==> config.mk <==
export PLATFORM = sky130hd
export DESIGN_NAME = serial_word_packer
export DESIGN_NICKNAME = d
export VERILOG_FILES = /design/src/rtl/serial_word_packer.sv
export SDC_FILE = /design/constraint.sdc
export NUM_CORES = 1
export LEC_CHECK = 0
export CORE_MARGIN = 2
export CORE_UTILIZATION = 55
export CTS_CLUSTER_SIZE = 30
export DETAILED_ROUTE_END_ITERATION = 16
export PLACE_DENSITY = 0.75
export SLEW_MARGIN = 40
export SYNTH_ARGS = -nofsm -noshare
export SYNTH_HDL_FRONTEND = slang
export SYNTH_SLANG_ARGS = --single-unit
==> constraint.sdc <==
create_clock -name clk_i -period 2.49 [get_ports clk_i]
set_input_delay 0.3735 -clock clk_i [delete_from_list [all_inputs] [get_ports clk_i]]
set_output_delay 0.3735 -clock clk_i [all_outputs]
set_load 0.005 [all_outputs]
==> src/rtl/serial_word_packer.sv <==
// Packs WIDTH qualified serial bits into words and queues them in a DEPTH-entry
// FIFO with a valid/ready output; overflow flags any completed word that was dropped.
module serial_word_packer #(
  parameter int unsigned WIDTH     = 8,
  parameter int unsigned DEPTH     = 4,
  parameter bit          MSB_FIRST = 1'b0
) (
  input  logic                       clk_i,
  input  logic                       rst_ni,
  input  logic                       bit_in_i,
  input  logic                       bit_valid_i,
  input  logic                       flush_i,
  output logic [WIDTH-1:0]           out_data_o,
  output logic                       out_valid_o,
  input  logic                       out_ready_i,
  output logic [$clog2(DEPTH):0]     fill_o,
  output logic                       overflow_o
);

  localparam int unsigned CW = $clog2(WIDTH);
  localparam int unsigned AW = $clog2(DEPTH);
  localparam logic [CW-1:0] LastCnt  = CW'(WIDTH - 1);
  localparam logic [AW:0]   FullFill = (AW + 1)'(DEPTH);

  typedef enum logic [0:0] {StCollect, StPush} state_e;

  state_e           state_q, state_d;
  logic [CW-1:0]    cnt_q, cnt_d;
  logic [WIDTH-1:0] shift_q, shift_d;
  logic [WIDTH-1:0] word_q, word_d;
  logic [WIDTH-1:0] shifted;
  logic             last_bit;
  logic             push_req;

  logic [WIDTH-1:0] mem_q [DEPTH];
  logic [AW-1:0]    wr_ptr_q, rd_ptr_q;
  logic [AW:0]      fill_q, fill_d;
  logic             overflow_q;
  logic             full, do_push, do_pop, drop;

  // Each new bit enters at the end that leaves the first bit in its final position.
  assign shifted  = MSB_FIRST ? {shift_q[WIDTH-2:0], bit_in_i}
                              : {bit_in_i, shift_q[WIDTH-1:1]};
  assign last_bit = bit_valid_i & ~flush_i & (cnt_q == LastCnt);

  always_ff @(posedge clk_i or negedge rst_ni) begin
    if (!rst_ni) begin
      state_q <= StCollect;
    end else begin
      state_q <= state_d;
    end
  end

  always_comb begin
    state_d = state_q;
    unique case (state_q)
      StCollect: state_d = last_bit ? StPush : StCollect;
      StPush:    state_d = StCollect;
      default:   state_d = StCollect;
    endcase
  end

  always_comb begin
    push_req = 1'b0;
    unique case (state_q)
      StPush:  push_req = 1'b1;
      default: push_req = 1'b0;
    endcase
  end

  // Bit collection keeps running during PUSH so back-to-back words lose nothing.
  always_comb begin
    cnt_d   = cnt_q;
    shift_d = shift_q;
    word_d  = word_q;
    if (flush_i) begin
      cnt_d   = '0;
      shift_d = '0;
    end else if (bit_valid_i) begin
      if (last_bit) begin
        cnt_d   = '0;
        shift_d = '0;
        word_d  = shifted;
      end else begin
        cnt_d   = cnt_q + CW'(1);
        shift_d = shifted;
      end
    end
  end

  always_ff @(posedge clk_i or negedge rst_ni) begin
    if (!rst_ni) begin
      cnt_q   <= '0;
      shift_q <= '0;
      word_q  <= '0;
    end else begin
      cnt_q   <= cnt_d;
      shift_q <= shift_d;
      word_q  <= word_d;
    end
  end

  assign full    = (fill_q == FullFill);
  assign do_pop  = out_valid_o & out_ready_i;
  assign do_push = push_req & (~full | do_pop);
  assign drop    = push_req & full & ~do_pop;

  always_comb begin
    fill_d = fill_q;
    unique case ({do_push, do_pop})
      2'b10:   fill_d = fill_q + (AW + 1)'(1);
      2'b01:   fill_d = fill_q - (AW + 1)'(1);
      default: fill_d = fill_q;
    endcase
  end

  always_ff @(posedge clk_i or negedge rst_ni) begin
    if (!rst_ni) begin
      for (int i = 0; i < DEPTH; i++) mem_q[i] <= '0;
      wr_ptr_q   <= '0;
      rd_ptr_q   <= '0;
      fill_q     <= '0;
      overflow_q <= 1'b0;
    end else begin
      if (do_push) begin
        mem_q[wr_ptr_q] <= word_q;
        wr_ptr_q        <= wr_ptr_q + AW'(1);
      end
      if (do_pop) rd_ptr_q <= rd_ptr_q + AW'(1);
      fill_q <= fill_d;
      if (drop) overflow_q <= 1'b1;
    end
  end

  assign out_data_o  = mem_q[rd_ptr_q];
  assign out_valid_o = (fill_q != '0);
  assign fill_o      = fill_q;
  assign overflow_o  = overflow_q;

endmodule

Yosys cells after proc, flatten, opt, wreduce, memory -nomap -nowiden
Index checks and enable logic that the tools add are counted.
W data, S select, Z words.
{"block": "op_classes", "n_lt_le_gt_ge": 3, "bitwise": 13, "eq_ne": 4, "reduce_logical": 5, "n_addsub": 5, "muxes": 16}
{"cell": "$mux W8", "count": 6}
{"cell": "$bwmux W32", "count": 1}
{"cell": "$bmux W8 S2", "count": 1}
{"cell": "$demux W8 S2", "count": 1}
{"cell": "$mux W3", "count": 3}
{"cell": "$add A3 B1 Y3 const B", "count": 2}
{"cell": "$and A1 B1 Y1", "count": 6}
{"cell": "$eq A3 B3 Y1 const B", "count": 2}
{"cell": "$ge A3 B3 Y1 const B", "count": 2}
{"cell": "$not A2 Y3", "count": 2}
{"cell": "$pmux W3 S2", "count": 1}
{"cell": "$add A2 B1 Y2 const B", "count": 2}
{"cell": "$not A1 Y1", "count": 4}
{"cell": "$reduce_bool A2 Y1", "count": 2}
{"cell": "$lt A3 B1 Y1 const B", "count": 1}
{"cell": "$reduce_and A3 Y1", "count": 1}
{"cell": "$reduce_bool A3 Y1", "count": 1}
{"cell": "$sub A3 B1 Y3 const B", "count": 1}
{"cell": "$eq A2 B1 Y1 const B", "count": 1}
{"cell": "$eq A2 B2 Y1 const B", "count": 1}
{"cell": "$mux W1", "count": 2}
{"cell": "$pmux W1 S2", "count": 1}
{"cell": "$logic_and A1 B1 Y1", "count": 1}
{"cell": "$or A1 B1 Y1", "count": 1}
{"block": "totals", "in_bits": 6, "regBits": 60, "out_inout_bits": 13, "elab_cells": 58}

Longest topological paths before layout
Gate-level depths: netlist of the first run.
{"block": "depth", "word_depth": 6, "ltp_mapped": 8, "depth_no_buf": 8}

Worst setup path before layout of the first run
No wires, ideal clock.
{"block": "synth_path", "path_type": "register -> register", "startpoint": "register fill_q[0] (netlist: fill_o[0])", "endpoint": "register fill_q[2] (netlist: fill_o[2])", "path_stages_with_launch": 9, "t_arrival_ns": 2.050, "period_less_slack_ns": 2.130, "required_time_ns": 2.411, "setup_slack_ns": 0.360, "cell_sequence": "dfrtp_1 -> nor4b_4 -> or2b_2 -> ha_1 -> inv_1 -> fa_1 -> xor2_1 -> nor2_1 -> xor2_1"}
{"block": "synth_via", "elab_chain_len": 6, "word_cells_on_any_way": 12}
{"element": "start, declared", "line_no": "37", "rtl": "logic [AW:0] fill_q, fill_d;"}
{"element": "start signal, assigned", "line_no": "130", "rtl": "fill_q <= fill_d;"}
{"element": "$reduce_bool A3 Y1 / $eq A3 B3 Y1 (equally long branches)", "line_no": "136, 103"}
{"element": "$and A1 B1 Y1 / $not A1 Y1 (equally long branches)", "line_no": "104, 105"}
{"element": "$or A1 B1 Y1", "line_no": "105", "rtl": "assign do_push = push_req & (~full | do_pop);"}
{"element": "$and A1 B1 Y1", "line_no": "105"}
{"element": "$eq A2 B1 Y1 / $eq A2 B2 Y1 (equally long branches)", "line_no": "110", "rtl": "unique case ({do_push, do_pop})"}
{"element": "$pmux W3 S2 / $reduce_bool A2 Y1 (equally long branches)"}
Parallel ways exist; a longest one is shown, timed or not.
A chain may end at the register's enable or synchronous reset.

Worst setup path after layout of the first run
{"block": "layout_path", "startpoint": "register rd_ptr_q[0]", "endpoint": "output out_data_o[5]"}
{"block": "layout_via", "elab_chain_len": 4}
{"element": "start, declared", "line_no": "36", "rtl": "logic [AW-1:0] wr_ptr_q, rd_ptr_q;"}
{"element": "start signal, assigned", "line_no": "129", "rtl": "if (do_pop) rd_ptr_q <= rd_ptr_q + AW'(1);"}
{"element": "$not A2 Y3 (implied by the code)", "line_no": "135", "rtl": "assign out_data_o = mem_q[rd_ptr_q];"}
{"element": "$bmux W8 S2", "line_no": "135"}
{"element": "$mux W8 (implied by the code) (2 in series)", "line_no": "135"}
{"element": "end, declared", "line_no": "13", "rtl": "output logic [WIDTH-1:0] out_data_o,"}
No other way between the ends. The select of a mux whose other input is x is not followed.

==> results of run 1 <==
cell type report:
class | instances | area [um^2]
timing repair buffer | 23 | 225.2
clock buffer | 13 | 168.9
clock inverter | 2 | 10.01
sequential | 59 | 1476
multi-input combinational | 110 | 1111
fill | 345 | 1583
inverter | 5 | 18.77
tap | 54 | 67.56
where the power goes:
| part | internal (mW) | switching, mW |
|---|---|---|
| Clock | 0.434 | 0.346 |
| Sequential | 1.01 | 0.0897 |
| Combinational | 0.210 | 0.160 |
| Total | 1.65 | 0.596 |
worst register-to-register path, stage by stage, from the launching register on:
cell and delay, ps:
dfrtp_1 460, nor4b_4 290, or2b_2 180, ha_1 180
inv_1 60, fa_1 370, xor2_1 150, nor2_1 110
xor2_1 150
worst paths after layout:
check	endpoint	cells after the start	slack [ps]	from
max	out_data_o[5]	3	240	rd_ptr_q[0]
min	mem_q[24]	1	60	rst_ni
max reg2reg	fill_o[2]	8	460	fill_o[0]
min reg2reg	overflow_o	1	460	overflow_o
max in group asynchronous	mem_q[13]	2	1840	rst_ni
min in group clk_i	overflow_o	1	460	overflow_o
kinds of logic (layout without fill, tap and decap cells):
logic type      Yosys count  count (layout)  synth area share
xor+xnor                  6               6           0.01998
compound gates           10              10           0.02236
simple gates             34              34           0.08373
fa+ha+maj                 8               8           0.04091
flops                    59              59            0.5614
mux                      52              52            0.2555
buf+inv                  11              43           0.01617
stage by stage:
| stage | power (mW) | worst slack [ps] | utilization | std cells | hold slack (ps) |
|---|---|---|---|---|---|
| after floorplan | 1.329 | 360.4 | - | 180 | 77.91 |
| after global placement | 1.475 | 176.7 | 0.6220 | 251 | 409.1 |
| after detailed placement | 1.494 | 140.4 | 0.6220 | 251 | 434.6 |
| after CTS | 2.277 | 188.7 | 0.6604 | 266 | 69.83 |
| after global routing | 2.362 | 135.5 | 0.6604 | 266 | 92.94 |
| final | 2.247 | 242.3 | 0.6604 | 266 | 57.53 |
Yosys cell counts (all sizes together):
library cell,number
clkbuf,4
a21o,1
fa,1
a21oi,8
or3,1
nand3b,9
o31a,1
xnor2,3
mux2i,3
ha,7
or2b,1
mux2,41
xor2,3
inv,5
nand2,5
buf,2
mux4,8
dfrtp,59
nor2,9
nor4b,1
nand2b,8
layout by cell type (no fill, tap or decap), types with 2 or more instances in the layout:
master           Yosys  final
a21oi_1              8      8
buf_4                0      4
clkbuf_8             0     12
clkdlybuf4s50_1      0     17
clkinv_2             0      2
dfrtp_1             59     59
ha_1                 7      7
inv_1                5      5
mux2_2              41     41
mux2i_1              3      3
mux4_2               8      8
nand2_1              5      5
nand2b_1             8      8
nand3b_1             9      9
nor2_1               5      5
nor2_2               4      4
xnor2_1              3      3
xor2_1               3      3
state kept, by name, summed over array words and instances, names as in the netlist:
name,count
cnt_q,3
fill_o,3
mem_q,32
overflow_o,1
rd_ptr_q,2
shift_q,7
state_q,1
word_q,8
wr_ptr_q,2
metal layers:
layer  share of wire  track usage  wire length, um  vias up
met4           0.018      0.07407               81        0
li1                -            -                -      687
met1            0.47       0.2772             2125      752
met3           0.038      0.06630              175        6
met5               0            0                0        -
met2            0.48       0.3093             2172       28
==> flow_metrics.py, run 1 <==
metrics = {
    "critical_path": {
        "worst_path_max_delay_cell": "mux4_2",
        "cp-start-kind": "flip-flop",
        "path_delay_family": "buffers and inverters",
        "cp.arrival_ps": 1870,
        "path_cells": "buf_4 -> mux4_2 -> clkdlybuf4s50_1",
        "crit_buf_inv": 2,
        "path_class": "reg -> out",
        "cp-end-kind": "output pin",
        "critPathMaxFanout": 10,
        "slowest_delay_ps": 540,
        "crit_required_ps": 2120,
    },
    "placed_design": {
        "routabilityCongestion": 0.8328,
        "dpl.hpwl_mm": 3.199,
        "place_area_um2": 2899,
        "io_buffers": 18,
    },
    "yosys": {
        "syn-num-nets": 194,
        "yosysWarnings": 0,
        "yosys_register_bits": 59,
        "avgSynthCellArea_um2": 14.61,
        "synth_top_area_frac": 0.5614,
        "synthCells": 180,
        "yosysSeqAreaShare": 0.5614,
        "netlist_area_um2": 2630,
        "yosysTopAreaCell": "dfrtp_1",
        "netlist-cell-type-count": 23,
        "netlist_top_cells_area": "dfrtp_1 (56%), mux2_2 (18%), mux4_2 (6.9%)",
    },
    "floorplan": {
        "ioPinCount": 19,
        "initial_core_util": 0.5643,
        "dieArea_um2": 5351,
        "rows": 25,
        "core-area_um2": 4661,
        "fp.dieW_um": 73.15,
        "die_h_um": 73.15,
    },
    "sta": {
        "drv_slew": 0,
        "setup_viol_count_final": 0,
        "fin_crit_sh": 0.9027,
        "max_freq_mhz": 444.9,
        "finClkSkew_ps": 8.489,
        "rsz0062_at_grt": "no",
        "finalHoldViolCount": 0,
        "relSlewSlack": 0.5784,
        "period_minus_slack_ps": 2248,
        "fin_setup_tns_ps": 0,
        "worst_pin_slew_ps": 632.4,
    },
    "grt": {
        "first_global_vias": 1523,
        "track_usage": 0.2041,
        "grt_first_pass_wirelength_mm": 7.838,
        "grt-ovfl-total": 0,
        "antenna_found_initial": 0,
        "grt_max_degree": 33,
    },
    "cts": {
        "cts_max_path_buffers": 2,
        "htree_num_levels": 3,
        "numClockSinks": 59,
        "clk_pin_slew_ps": 60,
        "cts_tree": "yes",
        "cts-root-buf": "clkbuf_8",
        "cts.repair.resized": 0,
        "clock_latency_ps": 330,
        "numCtsBuffers": 9,
        "post-cts-setup-buffer-count": 0,
        "hold_buffers": 0,
    },
    "drt": {
        "routed_via_density": 5.538,
        "wl_per_cell_um": 17.12,
        "vias": 1473,
        "remaining_drc_errors": 0,
        "drt-total-wl_mm": 4.554,
        "firstDrtPassIters": 5,
        "ant_nets": 0,
        "drt_iter0_markers": 59,
    },
    "run_status": {
        "outcome": "finished clean",
    },
    "finish": {
        "n_antenna_cell": 0,
        "final_nets": 222,
        "fin_area_um2": 3078,
        "syn_to_final_growth_pct": 17.03,
        "layout-drive-gt1-share": 0.3679,
    },
    "job": {
        "maxCapViolations": 0,
    },
    "pwr": {
        "peakVddDrop_mv": 0.7179,
        "power.leakage_nw": 1.469,
        "power.density_nw_per_um2": 730.0,
    },
    "min_path": {
        "holdCritPathClass": "in -> async",
    },
}
No activity file was read; power rests on OpenSTA's default activity.
==> run 2, diff against run 1 <==
--- a/config.mk
+++ b/config.mk
@@ -5,11 +5,13 @@
 export SDC_FILE = /design/constraint.sdc
 export NUM_CORES = 1
 export LEC_CHECK = 0
+export CORE_ASPECT_RATIO = 0.75
 export CORE_MARGIN = 2
 export CORE_UTILIZATION = 55
 export CTS_CLUSTER_SIZE = 30
 export DETAILED_ROUTE_END_ITERATION = 16
 export PLACE_DENSITY = 0.75
+export REMOVE_ABC_BUFFERS = 1
 export SLEW_MARGIN = 40
 export SYNTH_ARGS = -nofsm -noshare
 export SYNTH_HDL_FRONTEND = slang
==> run 2 against run 1 <==
  * Power is 9.6% higher
  * Clock-buffer cell count shrank 1
  * Cell count is 2.3% higher
  * Sequential power barely moved
  * Sequential cell count is the same
  * Hold slack improved by 410 ps
  * Critical endpoint unchanged
  * Largest power group unchanged
==> flow_metrics.py, run 2 (synthesized netlist as in run 1, its figures left out) <==
metrics = {
    "sta": {
        "period_minus_slack_ps": 2285,
        "finalHoldViolCount": 0,
        "fin_crit_sh": 0.9177,
        "rsz0062_at_grt": "no",
        "setup_viol_count_final": 0,
        "worst_pin_slew_ps": 567.2,
        "hold_ws_ps": 469.8,
        "finClkSkew_ps": 7.423,
        "drv_slew": 0,
        "fin_setup_tns_ps": 0,
        "max_freq_mhz": 437.6,
        "relSlewSlack": 0.6215,
    },
    "pwr": {
        "power.density_nw_per_um2": 785.7,
        "combPwrFrac": 0.152,
        "pwr-share-seq": 0.447,
        "clkPwrFrac": 0.401,
        "total_power_mw": 2.464,
        "peakVddDrop_mv": 0.5385,
        "p_int_mw": 1.834,
        "switching_share": 0.2556,
        "net-switching-power_uw": 629.6,
        "power.leakage_nw": 1.491,
    },
    "floorplan": {
        "fp.dieW_um": 83.85,
        "ioPinCount": 19,
        "initial_core_util": 0.5819,
        "dieArea_um2": 5357,
        "rows": 21,
        "core-area_um2": 4519,
        "die_h_um": 63.89,
    },
    "grt": {
        "grt-ovfl-total": 0,
        "grt_max_degree": 22,
        "first_global_vias": 1666,
        "grt_first_pass_wirelength_mm": 8.459,
        "track_usage": 0.2151,
        "antenna_found_initial": 0,
    },
    "critical_path": {
        "cp-start-kind": "flip-flop",
        "path_class": "reg -> out",
        "cp-startpoint": "rd_ptr_q[0]",
        "regToRegEndpoint": "fill_o[2]",
        "endpoint": "out_data_o[5]",
        "timing.rr.start": "fill_o[0]",
        "cp.arrival_ps": 1910,
        "rrSetupSlack_ps": 410,
        "reg2reg_depth": 8,
        "crit_required_ps": 2120,
        "cp-end-kind": "output pin",
        "critPathMaxFanout": 10,
    },
    "finish": {
        "layout-drive-gt1-share": 0.3721,
        "reg_top3": "mem_q x32, word_q x8, shift_q x7",
        "nFillCells": 305,
        "final_cells": 272,
        "syn_to_final_growth_pct": 19.22,
        "final-seq-area_um2": 1476,
        "final_cell_mix": "dfrtp_1 (59), mux2_2 (41), clkdlybuf4s50_1 (17), clkbuf_8 (11), nand3b_1 (9)",
        "final_nets": 224,
        "largest_reg_flops": 32,
        "largest_register": "mem_q",
        "multi_input_area_um2": 1111,
        "n_antenna_cell": 0,
        "fin_area_um2": 3136,
        "final_common_cell": "dfrtp_1",
    },
    "placed_design": {
        "routabilityCongestion": 0.7808,
        "place_area_um2": 2898,
        "dpl.hpwl_mm": 3.317,
        "io_buffers": 18,
        "placed_cells": 255,
    },
    "drt": {
        "remaining_drc_errors": 0,
        "drt_iter0_markers": 81,
        "drt-total-wl_mm": 4.911,
        "firstDrtPassIters": 4,
        "ant_nets": 0,
        "wl_per_cell_um": 18.06,
        "routed_via_density": 5.540,
        "vias": 1507,
    },
    "min_path": {
        "holdCritPathClass": "reg -> reg",
    },
    "cts": {
        "cts-root-buf": "clkbuf_8",
        "htree_num_levels": 3,
        "numClockSinks": 59,
        "cts_max_path_buffers": 2,
        "clk_pin_slew_ps": 70,
        "cts_tree": "yes",
        "numCtsBuffers": 9,
        "clock_latency_ps": 340,
    },
    "job": {
        "maxCapViolations": 0,
    },
    "run_status": {
        "outcome": "finished clean",
    },
}
run 2: cell count changes in the layout (fill, tap and decap cells not counted):
cell / delta
bufinv_16: +2
buf_4: +2
clkinvlp_4: +1
buf_12: -1
dlygate4sd3_1: +1
clkbuf_8: -1
clkinv_2: -1
run 2: worst min path at each step:
stage | startpoint | to | cells after the start
after floorplan | rst_ni | cnt_q[0] | 0
after global placement | rst_ni | cnt_q[1] | 1
after detailed placement | rst_ni | cnt_q[1] | 1
after CTS | overflow_o | overflow_o | 1
after global routing | overflow_o | overflow_o | 1
final | overflow_o | overflow_o | 1
run 2: cell type report:
cell class | instances | area share
tap | 57 | 0.02275
clock buffer | 12 | 0.04948
inverter | 5 | 0.005986
timing repair buffer | 25 | 0.07342
sequential | 59 | 0.4709
clock inverter | 4 | 0.02314
multi-input combinational | 110 | 0.3544
run 2: power by group through the flow:
stage                     clock network [mW]  logic, mW  registers, mW
after floorplan                            0      0.188           1.12
after global placement                     0      0.365           1.11
after detailed placement                   0      0.377           1.12
after CTS                              0.999      0.379           1.10
after global routing                    1.05      0.406           1.11
final                                  0.988      0.375           1.10
run 2: layer usage:
layer / part of all wire / global-route usage / vias to the layer above
met4: 0.014 / 0.09073 / 0
met3: 0.043 / 0.06848 / 6
met2: 0.49 / 0.3420 / 32
met5: 0 / 0 / -
met1: 0.45 / 0.2762 / 771
li1: - / - / 698
run 2: stage by stage:
step                        util  worst slack, ps
after floorplan                -            360.4
final                     0.6938            204.8
after detailed placement  0.6412            79.53
after global placement    0.6412            187.4
after CTS                 0.6938            200.7
after global routing      0.6938            152.9
run 2: repair_timing:
item,4_1_cts,5_1_grt
buffers inserted,0,0
hold buffers,1,0
resized for setup,0,0
endpoints found under the hold margin,18,0
run 2: worst max-delay path, stage by stage (launching register included):
cell	delay, ps
dfrtp_1	320
buf_4	230
mux4_2	550
clkdlybuf4s50_1	460
